$ cat config.mk
export PLATFORM = sky130hd
export DESIGN_NAME = hazard_ctrl_flat
export DESIGN_NICKNAME = d
export VERILOG_FILES = /design/src/rtl/hazard_ctrl_if.sv /design/src/rtl/hazard_ctrl.sv /design/src/flat_wrapper.sv
export SDC_FILE = /design/constraint.sdc
export NUM_CORES = 1
export LEC_CHECK = 0
export ABC_AREA = 0
export BUFFER_PORTS_ARGS = -buffer_cell sky130_fd_sc_hd__buf_2
export CAP_MARGIN = 20
export CORE_MARGIN = 1
export CORE_UTILIZATION = 44
export DETAILED_ROUTE_END_ITERATION = 8
export GPL_TIMING_DRIVEN = 1
export PLACE_DENSITY = 0.77
export SYNTH_ARGS = -nofsm -noshare
export SYNTH_HDL_FRONTEND = slang
export SYNTH_SLANG_ARGS = --single-unit
$ cat constraint.sdc
create_clock -name CLK -period 2.1 [get_ports CLK]
set_input_delay 0.42 -clock CLK [delete_from_list [all_inputs] [get_ports CLK]]
set_output_delay 0.42 -clock CLK [all_outputs]
set_load 0.005 [all_outputs]
$ cat src/rtl/hazard_ctrl_if.sv
// Hazard controller bus: groups every pipeline-side hazard input and every
// control output of hazard_ctrl so the core can route them as one bundle.
//
// Parameters
//   AWL  : address width base; register specifiers are AWL-1 bits wide
//   CNTW : width of the stall performance counter carried on StallCount
//
// Modports
//   master : the hazard controller (samples specifiers, drives stall/flush/forward)
//   slave  : the pipeline datapath (drives specifiers, consumes control)
//
// Signals
//   RsD/RtD, RsE/RtE           source specifiers in ID and EX
//   WriteRegE/M/W              destination specifiers in EX/MEM/WB
//   RegWriteE/M/W              register write enables per stage
//   MemtoRegE/M                load present in EX/MEM
//   BranchD, TakenD            conditional branch in ID, resolved taken
//   MultStartE                 multiply/divide op present in EX
//   StallF/D/E, FlushD/E/M     pipeline register hold/clear controls
//   ForwardAE/BE, ForwardAD/BD operand forwarding selects
//   MdBusy, MdDoneE            multi-cycle op status
//   StallCount                 saturating count of front-end stall cycles
interface hazard_ctrl_if #(
  parameter int unsigned AWL  = 6,
  parameter int unsigned CNTW = 16
) ();

  logic [AWL-2:0]  RsD;
  logic [AWL-2:0]  RtD;
  logic [AWL-2:0]  RsE;
  logic [AWL-2:0]  RtE;
  logic [AWL-2:0]  WriteRegE;
  logic [AWL-2:0]  WriteRegM;
  logic [AWL-2:0]  WriteRegW;
  logic            RegWriteE;
  logic            RegWriteM;
  logic            RegWriteW;
  logic            MemtoRegE;
  logic            MemtoRegM;
  logic            BranchD;
  logic            TakenD;
  logic            MultStartE;

  logic            StallF;
  logic            StallD;
  logic            StallE;
  logic            FlushD;
  logic            FlushE;
  logic            FlushM;
  logic [1:0]      ForwardAE;
  logic [1:0]      ForwardBE;
  logic            ForwardAD;
  logic            ForwardBD;
  logic            MdBusy;
  logic            MdDoneE;
  logic [CNTW-1:0] StallCount;

  modport master (
    input  RsD, RtD, RsE, RtE, WriteRegE, WriteRegM, WriteRegW,
    input  RegWriteE, RegWriteM, RegWriteW, MemtoRegE, MemtoRegM,
    input  BranchD, TakenD, MultStartE,
    output StallF, StallD, StallE, FlushD, FlushE, FlushM,
    output ForwardAE, ForwardBE, ForwardAD, ForwardBD,
    output MdBusy, MdDoneE, StallCount
  );

  modport slave (
    output RsD, RtD, RsE, RtE, WriteRegE, WriteRegM, WriteRegW,
    output RegWriteE, RegWriteM, RegWriteW, MemtoRegE, MemtoRegM,
    output BranchD, TakenD, MultStartE,
    input  StallF, StallD, StallE, FlushD, FlushE, FlushM,
    input  ForwardAE, ForwardBE, ForwardAD, ForwardBD,
    input  MdBusy, MdDoneE, StallCount
  );

endinterface

$ cat src/rtl/hazard_ctrl.sv
// Hazard and sequencing controller for the 5-stage pipelined core.
//
// Produces stall/flush controls for the IF/ID, ID/EX, EX/MEM pipeline
// registers, forwarding selects for the EX and ID operand muxes, sequences
// the multi-cycle multiply/divide unit in EX, and keeps a saturating count
// of cycles in which the PC was held.
//
// Parameters
//   AWL    : address width base; specifiers are AWL-1 bits
//   MD_LAT : EX occupancy of a multiply/divide op in cycles (2..16)
//   CNTW   : StallCount width; must match the bus instance's CNTW
//
// Ports
//   CLK : clock, rising-edge
//   CLR : synchronous active-high reset
//   hz  : hazard_ctrl_if master modport (all hazard inputs and controls)
module hazard_ctrl #(
  parameter int unsigned AWL    = 6,
  parameter int unsigned MD_LAT = 4,
  parameter int unsigned CNTW   = 16
) (
  input  logic         CLK,
  input  logic         CLR,
  hazard_ctrl_if.master hz
);

  localparam int unsigned RW = AWL - 1;

  // First cycle of an op is spent in RUN, so MDWAIT counts down MD_LAT-2 more.
  localparam logic [3:0]      MdLoad = 4'(MD_LAT - 2);
  localparam logic [CNTW-1:0] CntMax = '1;

  typedef enum logic [0:0] {StRun, StMdWait} state_e;

  state_e          state_q, state_d;
  logic [3:0]      cnt_q, cnt_d;
  logic [CNTW-1:0] count_q, count_d;

  logic mdstall;
  logic md_done;
  logic lwstall;
  logic brstall;

  // Register 0 is hardwired, so a zero specifier never creates a dependency.
  function automatic logic spec_match(input logic [RW-1:0] a, input logic [RW-1:0] b);
    return (a != '0) && (a == b);
  endfunction

  // Multiply/divide sequencer
  always_comb begin
    state_d = state_q;
    cnt_d   = cnt_q;
    mdstall = 1'b0;
    md_done = 1'b0;
    unique case (state_q)
      StRun: begin
        if (hz.MultStartE) begin
          mdstall = 1'b1;
          cnt_d   = MdLoad;
          state_d = StMdWait;
        end
      end
      StMdWait: begin
        // MultStartE is not looked at here: the op already in EX owns the unit.
        if (cnt_q != 4'd0) begin
          mdstall = 1'b1;
          cnt_d   = cnt_q - 4'd1;
        end else begin
          md_done = 1'b1;
          state_d = StRun;
        end
      end
      default: state_d = StRun;
    endcase
  end

  // Data hazards detected in ID
  always_comb begin
    lwstall = hz.MemtoRegE &&
              (spec_match(hz.WriteRegE, hz.RsD) || spec_match(hz.WriteRegE, hz.RtD));
    brstall = hz.BranchD &&
              ((hz.RegWriteE &&
                (spec_match(hz.WriteRegE, hz.RsD) || spec_match(hz.WriteRegE, hz.RtD))) ||
               (hz.MemtoRegM &&
                (spec_match(hz.WriteRegM, hz.RsD) || spec_match(hz.WriteRegM, hz.RtD))));
  end

  // Stall / flush / forward outputs, highest priority first
  always_comb begin
    hz.StallF    = 1'b0;
    hz.StallD    = 1'b0;
    hz.StallE    = 1'b0;
    hz.FlushD    = 1'b0;
    hz.FlushE    = 1'b0;
    hz.FlushM    = 1'b0;
    hz.ForwardAE = 2'b00;
    hz.ForwardBE = 2'b00;
    hz.ForwardAD = 1'b0;
    hz.ForwardBD = 1'b0;
    hz.MdDoneE   = 1'b0;

    if (CLR) begin
      hz.FlushD = 1'b1;
      hz.FlushE = 1'b1;
      hz.FlushM = 1'b1;
    end else begin
      // MEM result is newer than WB, so it wins when both match.
      if (hz.RegWriteM && spec_match(hz.WriteRegM, hz.RsE)) begin
        hz.ForwardAE = 2'b10;
      end else if (hz.RegWriteW && spec_match(hz.WriteRegW, hz.RsE)) begin
        hz.ForwardAE = 2'b01;
      end
      if (hz.RegWriteM && spec_match(hz.WriteRegM, hz.RtE)) begin
        hz.ForwardBE = 2'b10;
      end else if (hz.RegWriteW && spec_match(hz.WriteRegW, hz.RtE)) begin
        hz.ForwardBE = 2'b01;
      end
      hz.ForwardAD = hz.RegWriteM && spec_match(hz.WriteRegM, hz.RsD);
      hz.ForwardBD = hz.RegWriteM && spec_match(hz.WriteRegM, hz.RtD);
      hz.MdDoneE   = md_done;

      if (mdstall) begin
        // Hold F/D/E around the busy op and feed bubbles into MEM.
        hz.StallF = 1'b1;
        hz.StallD = 1'b1;
        hz.StallE = 1'b1;
        hz.FlushM = 1'b1;
      end else if (lwstall || brstall) begin
        hz.StallF = 1'b1;
        hz.StallD = 1'b1;
        hz.FlushE = 1'b1;
      end else if (hz.TakenD) begin
        // Only honoured when ID is not stalled; a stalled branch retries later.
        hz.FlushD = 1'b1;
      end
    end
  end

  always_comb begin
    count_d = count_q;
    if (hz.StallF && (count_q != CntMax)) begin
      count_d = count_q + 1'b1;
    end
  end

  always_ff @(posedge CLK) begin
    if (CLR) begin
      state_q <= StRun;
      cnt_q   <= 4'd0;
      count_q <= '0;
    end else begin
      state_q <= state_d;
      cnt_q   <= cnt_d;
      count_q <= count_d;
    end
  end

  assign hz.MdBusy     = (state_q == StMdWait);
  assign hz.StallCount = count_q;

endmodule

$ cat src/flat_wrapper.sv
// flat-port wrapper written by rule: the top's interface ports become plain ports
module hazard_ctrl_flat 
#(
  parameter int unsigned AWL    = 6,
  parameter int unsigned MD_LAT = 4,
  parameter int unsigned CNTW   = 16
)
  (CLK, CLR, hz_RsD, hz_RtD, hz_RsE, hz_RtE, hz_WriteRegE, hz_WriteRegM, hz_WriteRegW, hz_RegWriteE, hz_RegWriteM, hz_RegWriteW, hz_MemtoRegE, hz_MemtoRegM, hz_BranchD, hz_TakenD, hz_MultStartE, hz_StallF, hz_StallD, hz_StallE, hz_FlushD, hz_FlushE, hz_FlushM, hz_ForwardAE, hz_ForwardBE, hz_ForwardAD, hz_ForwardBD, hz_MdBusy, hz_MdDoneE, hz_StallCount);
  hazard_ctrl_if #(.AWL(AWL), .CNTW(CNTW)) hz_i ();
  input  logic CLK;
  input  logic CLR;
  input wire logic [$bits(hz_i.RsD)-1:0] hz_RsD;
  input wire logic [$bits(hz_i.RtD)-1:0] hz_RtD;
  input wire logic [$bits(hz_i.RsE)-1:0] hz_RsE;
  input wire logic [$bits(hz_i.RtE)-1:0] hz_RtE;
  input wire logic [$bits(hz_i.WriteRegE)-1:0] hz_WriteRegE;
  input wire logic [$bits(hz_i.WriteRegM)-1:0] hz_WriteRegM;
  input wire logic [$bits(hz_i.WriteRegW)-1:0] hz_WriteRegW;
  input wire logic [$bits(hz_i.RegWriteE)-1:0] hz_RegWriteE;
  input wire logic [$bits(hz_i.RegWriteM)-1:0] hz_RegWriteM;
  input wire logic [$bits(hz_i.RegWriteW)-1:0] hz_RegWriteW;
  input wire logic [$bits(hz_i.MemtoRegE)-1:0] hz_MemtoRegE;
  input wire logic [$bits(hz_i.MemtoRegM)-1:0] hz_MemtoRegM;
  input wire logic [$bits(hz_i.BranchD)-1:0] hz_BranchD;
  input wire logic [$bits(hz_i.TakenD)-1:0] hz_TakenD;
  input wire logic [$bits(hz_i.MultStartE)-1:0] hz_MultStartE;
  output wire logic [$bits(hz_i.StallF)-1:0] hz_StallF;
  output wire logic [$bits(hz_i.StallD)-1:0] hz_StallD;
  output wire logic [$bits(hz_i.StallE)-1:0] hz_StallE;
  output wire logic [$bits(hz_i.FlushD)-1:0] hz_FlushD;
  output wire logic [$bits(hz_i.FlushE)-1:0] hz_FlushE;
  output wire logic [$bits(hz_i.FlushM)-1:0] hz_FlushM;
  output wire logic [$bits(hz_i.ForwardAE)-1:0] hz_ForwardAE;
  output wire logic [$bits(hz_i.ForwardBE)-1:0] hz_ForwardBE;
  output wire logic [$bits(hz_i.ForwardAD)-1:0] hz_ForwardAD;
  output wire logic [$bits(hz_i.ForwardBD)-1:0] hz_ForwardBD;
  output wire logic [$bits(hz_i.MdBusy)-1:0] hz_MdBusy;
  output wire logic [$bits(hz_i.MdDoneE)-1:0] hz_MdDoneE;
  output wire logic [$bits(hz_i.StallCount)-1:0] hz_StallCount;
  assign hz_i.RsD = hz_RsD;
  assign hz_i.RtD = hz_RtD;
  assign hz_i.RsE = hz_RsE;
  assign hz_i.RtE = hz_RtE;
  assign hz_i.WriteRegE = hz_WriteRegE;
  assign hz_i.WriteRegM = hz_WriteRegM;
  assign hz_i.WriteRegW = hz_WriteRegW;
  assign hz_i.RegWriteE = hz_RegWriteE;
  assign hz_i.RegWriteM = hz_RegWriteM;
  assign hz_i.RegWriteW = hz_RegWriteW;
  assign hz_i.MemtoRegE = hz_MemtoRegE;
  assign hz_i.MemtoRegM = hz_MemtoRegM;
  assign hz_i.BranchD = hz_BranchD;
  assign hz_i.TakenD = hz_TakenD;
  assign hz_i.MultStartE = hz_MultStartE;
  assign hz_StallF = hz_i.StallF;
  assign hz_StallD = hz_i.StallD;
  assign hz_StallE = hz_i.StallE;
  assign hz_FlushD = hz_i.FlushD;
  assign hz_FlushE = hz_i.FlushE;
  assign hz_FlushM = hz_i.FlushM;
  assign hz_ForwardAE = hz_i.ForwardAE;
  assign hz_ForwardBE = hz_i.ForwardBE;
  assign hz_ForwardAD = hz_i.ForwardAD;
  assign hz_ForwardBD = hz_i.ForwardBD;
  assign hz_MdBusy = hz_i.MdBusy;
  assign hz_MdDoneE = hz_i.MdDoneE;
  assign hz_StallCount = hz_i.StallCount;
  hazard_ctrl #(.AWL(AWL), .MD_LAT(MD_LAT), .CNTW(CNTW)) u_core (.CLK(CLK), .CLR(CLR), .hz(hz_i));
endmodule
# == After elaboration in Yosys (flattened, before gate mapping) ==
# Index checks and enable logic that the tools add are counted.
# word_totals
reg_bits,21
inputBits,45
# op_classes
add_sub_neg,2
n_eq_ne,11
mux,29
bitwise,1
reduce_logical,28
# op_table
operator,n
$eq 5x5->1,8
$mux 1,21
$logic_and 1x1->1,19
$add 16x1->16 const B,1
$ne 16x16->1 const B,1
$reduce_bool 5->1,3
$mux 2,4
$mux 4,2
$pmux 4 s2,1
$logic_or 1x1->1,4
$ne 2x2->1 const B,2
$reduce_bool 4->1,1
$sub 4x1->4 const B,1
$pmux 1 s2,1
$reduce_and 2->1,1
$not 1->1,1

# == Depth between registers and ports, before layout ==
# depth
depth_word,11
mapped_depth,9

# == Least setup slack after synthesis ==
# Ideal clock, no wire load.
# synth_timing
kind,in2out
startpoint,in hz_WriteRegM[3]
endpoint,out hz_StallF
arrival_ns,1.873
required_ns,1.680
setup_slack_ns,-0.193
path_stages,8
path_buffers,3
path_cell_list,buf_2 or4_4 nor2_4 a211oi_2 nor3_2 buf_6 nor2_1 buf_4
# synth_via
elab_chain_cells,10
word_cells_on_any_way,13
# synth_rtl
element,line_no,rtl
start: declaration,flat_wrapper.sv:17,input wire logic [$bits(hz_i.WriteRegM)-1:0] hz_WriteRegM;
$eq 5x5->1 or $reduce_bool 5->1 (tied branches),hazard_ctrl.sv:46,return (a != '0) && (a == b);
$logic_and 1x1->1,hazard_ctrl.sv:46,
$logic_or 1x1->1 (*),hazard_ctrl.sv:85,"(spec_match(hz.WriteRegM, hz.RsD) || spec_match(hz.WriteRegM, hz.RtD))));"
$logic_and 1x1->1 (*),hazard_ctrl.sv:84,(hz.MemtoRegM &&
$logic_or 1x1->1 (*),hazard_ctrl.sv:83,"(spec_match(hz.WriteRegE, hz.RsD) || spec_match(hz.WriteRegE, hz.RtD))) ||"
$logic_and 1x1->1 (*),hazard_ctrl.sv:81,brstall = hz.BranchD &&
$logic_or 1x1->1 (*),hazard_ctrl.sv:128,end else if (lwstall || brstall) begin
$mux 1 (*) (3 in a row),--,
end: declaration,flat_wrapper.sv:27,output wire logic [$bits(hz_i.StallF)-1:0] hz_StallF;
# Every way passes the cells marked *; elsewhere a longest branch is shown, timed or not.

# == Worst setup path in the final report ==
# layout_timing
startpoint,in hz_RsD[4]
endpoint,out hz_FlushD
# layout_via
elab_chain_cells,10
word_cells_on_any_way,15
# layout_rtl
element,line_no,rtl
start: declaration,flat_wrapper.sv:12,input wire logic [$bits(hz_i.RsD)-1:0] hz_RsD;
$eq 5x5->1,hazard_ctrl.sv:46,
$logic_and 1x1->1,hazard_ctrl.sv:46,
$logic_or 1x1->1 (on tied branches),"hazard_ctrl.sv:80, hazard_ctrl.sv:83, hazard_ctrl.sv:85",
$logic_and 1x1->1 (on tied branches),"hazard_ctrl.sv:82, hazard_ctrl.sv:84",
$logic_or 1x1->1,hazard_ctrl.sv:83,
$logic_and 1x1->1,hazard_ctrl.sv:81,
$logic_or 1x1->1 (*),hazard_ctrl.sv:128,
$mux 1 (*),hazard_ctrl.sv:128,
$mux 1 (*),hazard_ctrl.sv:122,if (mdstall) begin
$mux 1 (*),hazard_ctrl.sv:102,if (CLR) begin
end: declaration,flat_wrapper.sv:30,output wire logic [$bits(hz_i.FlushD)-1:0] hz_FlushD;
# Marked as above.

==> qor.yml <==
outcome: "complete, but fails checks"
failed_checks: "negative setup slack"
worstSkewPairLatency_ps: 260
worstSetupEndpointType: "output pin"
final_hold_viol_count: 0
wire_length_per_cell_um: 14.3
worst-r2r-setup-slack_ps: 50
synthesis.area_mm2: 0.00179
start_util: 0.475
clkPwrFrac: 0.225
post_synth_main_area_contributors: "dfxtp_1 (23%), xor2_1 (14%), xnor2_1 (7.3%)"
power.sequential.fraction: 0.376
antenna_found_initial: 0
timing.final.crit_period_ps: 2220
design.portCount: 75
ff_latch_area_um2: 423
multi_input_gate_area_in_the_final_layout_mm2: 0.00144
dominantRegCellSynth: "dfxtp_1"
synth_area_per_cell_um2: 8.37
timing.clock.skew_ps: 11.3
finalCritPeriodShare: 1.06
finalWorstSetupSlack_ps: -120
global_route.overflow_total: 0
clkSinkCount: 21
gp_congestion: 0.848
postSynthCellCount: 214
cellPowerDensity_mw_per_mm2: 434
grt_pass1_wl_mm: 7.96
holdCritPathClass: "flop to flop"
tritoncts_clock_tree: "yes"
avgViaCountPerCell: 5.43
antenna_cells: 0
detailedRoute.firstPassIterationCount: 4
syn-num-nets: 261
p_int_mw: 0.787
crit_fanout: 3
placedCellCount: 355
die_area_mm2: 0.00433
grt_pass1_vias: 1830
timing.reg2reg.worst_path_depth: 8
n_fill_cell: 267
cts_htree_levels: 1
net_switching_power_mw: 0.379
clock_pin_slew_reported_for_the_worst_setup_and_hold_paths_after_clock_tree_synthesis_ps: 80
cp_num_buf_inv: 2
synth_enable_flop_cells: 0
vdd.ir_drop.worst_v: 0.000358
hpwl_mm: 3.63
cellLeakagePower_nw: 1.22
share_comb_of_total_power: 0.399
vias: 1976
clockBufferDepth: 2
rsz0062_at_grt: "yes"
power_switching_share: 0.325
routed_wl_mm: 5.22
drtAntennaViolNets: 0
synth_top_area_share: 0.235
cap_viol_max_count: 0
maxClockFrequency_mhz: 450
yosysWarnings: 0
synthToLayoutAreaGrowth_pct: 50.1
worstSetupPathDepth: 8
synth_top_cell_by_area: "dfxtp_1"
cells_along_the_critical_path: "buf_6 -> xor2_1 -> nor3_1 -> nand3_1 -> a211oi_4 -> nor3_4 -> a21o_1 -> buf_2"
clockRootBuffer: "clkbuf_8"
drive_above_1_share: 0.500
die_w_um: 65.8
cts_inserted_buffers: 3
final-max-slew-violation-count: 0
maximum_number_of_pins_on_one_net_before_global_route_repair: 40
cts_hold_buf: 0
unique_masters_post_synth: 55
crit_family: "simple AND/OR/NAND/NOR gates"
core_region_area_mm2: 0.00377
port-buffer-count: 74
dieHeight_um: 65.8
std_cell_rows: 22
post-route-drc-count: 0
finalSetupTns_ps: -892
worst_ep_arrival_time_ps: 1800
required_ps: 1680
initialDrtViolationCount: 68
final-instance-count-excl-fill: 364
async_flop_share: 0
critical_path_class: "primary input to output pin"
worst_slew_pin_slew_ps: 417
critPathLaunchType: "primary input"
number_of_cells_on_the_worst_hold_path: 2
ys_seq_area_frac: 0.235
max-slew-margin-rel: 0.719
ys_ff_latch: 21
critPathSlowestCell: "a211oi_4"
grt_usage: 0.231
critical_path.max_stage_delay_ps: 310
setup_viol: 15
net_count_of_the_finished_layout: 364
Yosys cell counts (2+ instances only):
library cell	number
buf_2	3
buf_6	3
nor2_1	23
mux2i_1	2
or4_1	3
nand3_1	8
nor4_1	6
and3_1	2
dfxtp_1	21
buf_1	2
nand4_1	2
o21ai_0	3
nand2_1	7
xnor2_1	15
o31ai_1	2
mux2_1	3
nor4b_1	2
nand2b_1	4
a21oi_1	11
clkbuf_1	3
nor2b_1	8
a31o_2	2
xor2_1	28
nor3_2	3
and4_1	3
ha_1	2
inv_1	2
and2_1	2
nand3b_1	2
nor3_1	10
mux2_4	3
worst paths after layout:
path | startpoint | end
max | hz_RsD[4] | hz_FlushD
min reg2reg | u_core.cnt_q[2] | u_core.cnt_q[2]
max reg2reg | u_core.hz.StallCount[0] | u_core.hz.StallCount[11]
min | u_core.cnt_q[2] | u_core.cnt_q[2]
placed cells by master (no fill, tap or decap), drive strengths merged, types with 2 or more instances in the layout:
master / netlist / final
and4: 3 / 3
nand3: 9 / 9
nand2b: 4 / 4
nor3: 13 / 13
nor4: 6 / 6
buf: 9 / 110
nor2b: 8 / 8
and3: 2 / 2
xor2: 28 / 28
a21oi: 11 / 11
nand3b: 2 / 2
mux2i: 2 / 2
o21ai: 4 / 4
or4: 4 / 4
a31o: 2 / 2
dfxtp: 21 / 21
nor2: 24 / 24
clkbuf: 3 / 3
nand2: 8 / 8
mux2: 6 / 6
inv: 3 / 3
o21ba: 2 / 2
ha: 2 / 2
and2: 2 / 2
o31ai: 2 / 2
xnor2: 15 / 15
nor4b: 2 / 2
nand4: 3 / 3
worst reg2reg max path, cell delays in order, from the launching register on:
cell	delay [ps]
dfxtp_1	330
ha_1	210
and2_1	170
nand4_2	120
or2_1	190
nand3_2	210
buf_4	220
or4_1	390
a21oi_1	140
timing repair:
| action | 4_1_cts | 5_1_grt |
|---|---|---|
| pin swaps | 16 | 20 |
| resized for setup | 15 | 36 |
| setup endpoints to repair | 11 | 20 |
| buffers inserted | 4 | 3 |
kinds of logic (layout without fill, tap and decap cells):
logic type,count (synthesis),after routing,share of synthesized area
xor gates and xnor gates,43,43,0.210
muxes,8,8,0.0552
and+or+nand+nor,95,95,0.312
buffers and inverters,15,117,0.0482
adders and majority gates,2,2,0.0140
DFF,21,21,0.235
AOI/OAI and AO/OA,30,30,0.125
final cells by class:
cell class                      instances  share of cell area
Timing Repair Buffer                  110               0.263
Tap cell                               48              0.0223
Multi-Input combinational cell        178               0.536
Sequential cell                        21               0.157
Clock inverter                          1             0.00186
Clock buffer                            3              0.0154
Inverter                                3             0.00419
state kept, by name, summed over array words and instances (netlist names):
name,flops
u_core.hz.StallCount,16
u_core.cnt_q,4
u_core.hz.MdBusy,1
stage by stage:
stage / hold slack (ps) / area, um^2 / utilization / total power [mW] / setup WS (ps)
floorplan: 449 / 1820 / - / 0.675 / -153
global placement: 460 / 2390 / 0.634 / 0.830 / -241
detailed placement: 462 / 2390 / 0.634 / 0.841 / -293
CTS: 474 / 2540 / 0.674 / 1.12 / -125
global route: 507 / 2690 / 0.713 / 1.22 / -188
finish: 487 / 2690 / 0.713 / 1.17 / -120
metal layers:
metal  wire length [um]  GRT usage  part of all wire  vias to the layer above
li1                   -          -                 -                      954
met1               2310      0.283              0.44                      959
met2               2660      0.399              0.51                       55
met3                167     0.0483             0.032                        8
met4                 91     0.0679             0.017                        0
met5                  0          0                 0                        -
power by group through the flow:
stage	logic [mW]	clock network (mW)	registers (mW)
3_5_place_dp	0.396	0	0.445
4_1_cts	0.421	0.267	0.436
3_3_place_gp	0.387	0	0.444
5_1_grt	0.500	0.283	0.439
6_report	0.465	0.263	0.438
2_1_floorplan	0.229	0	0.447
No activity file was read; power rests on OpenSTA's default activity.
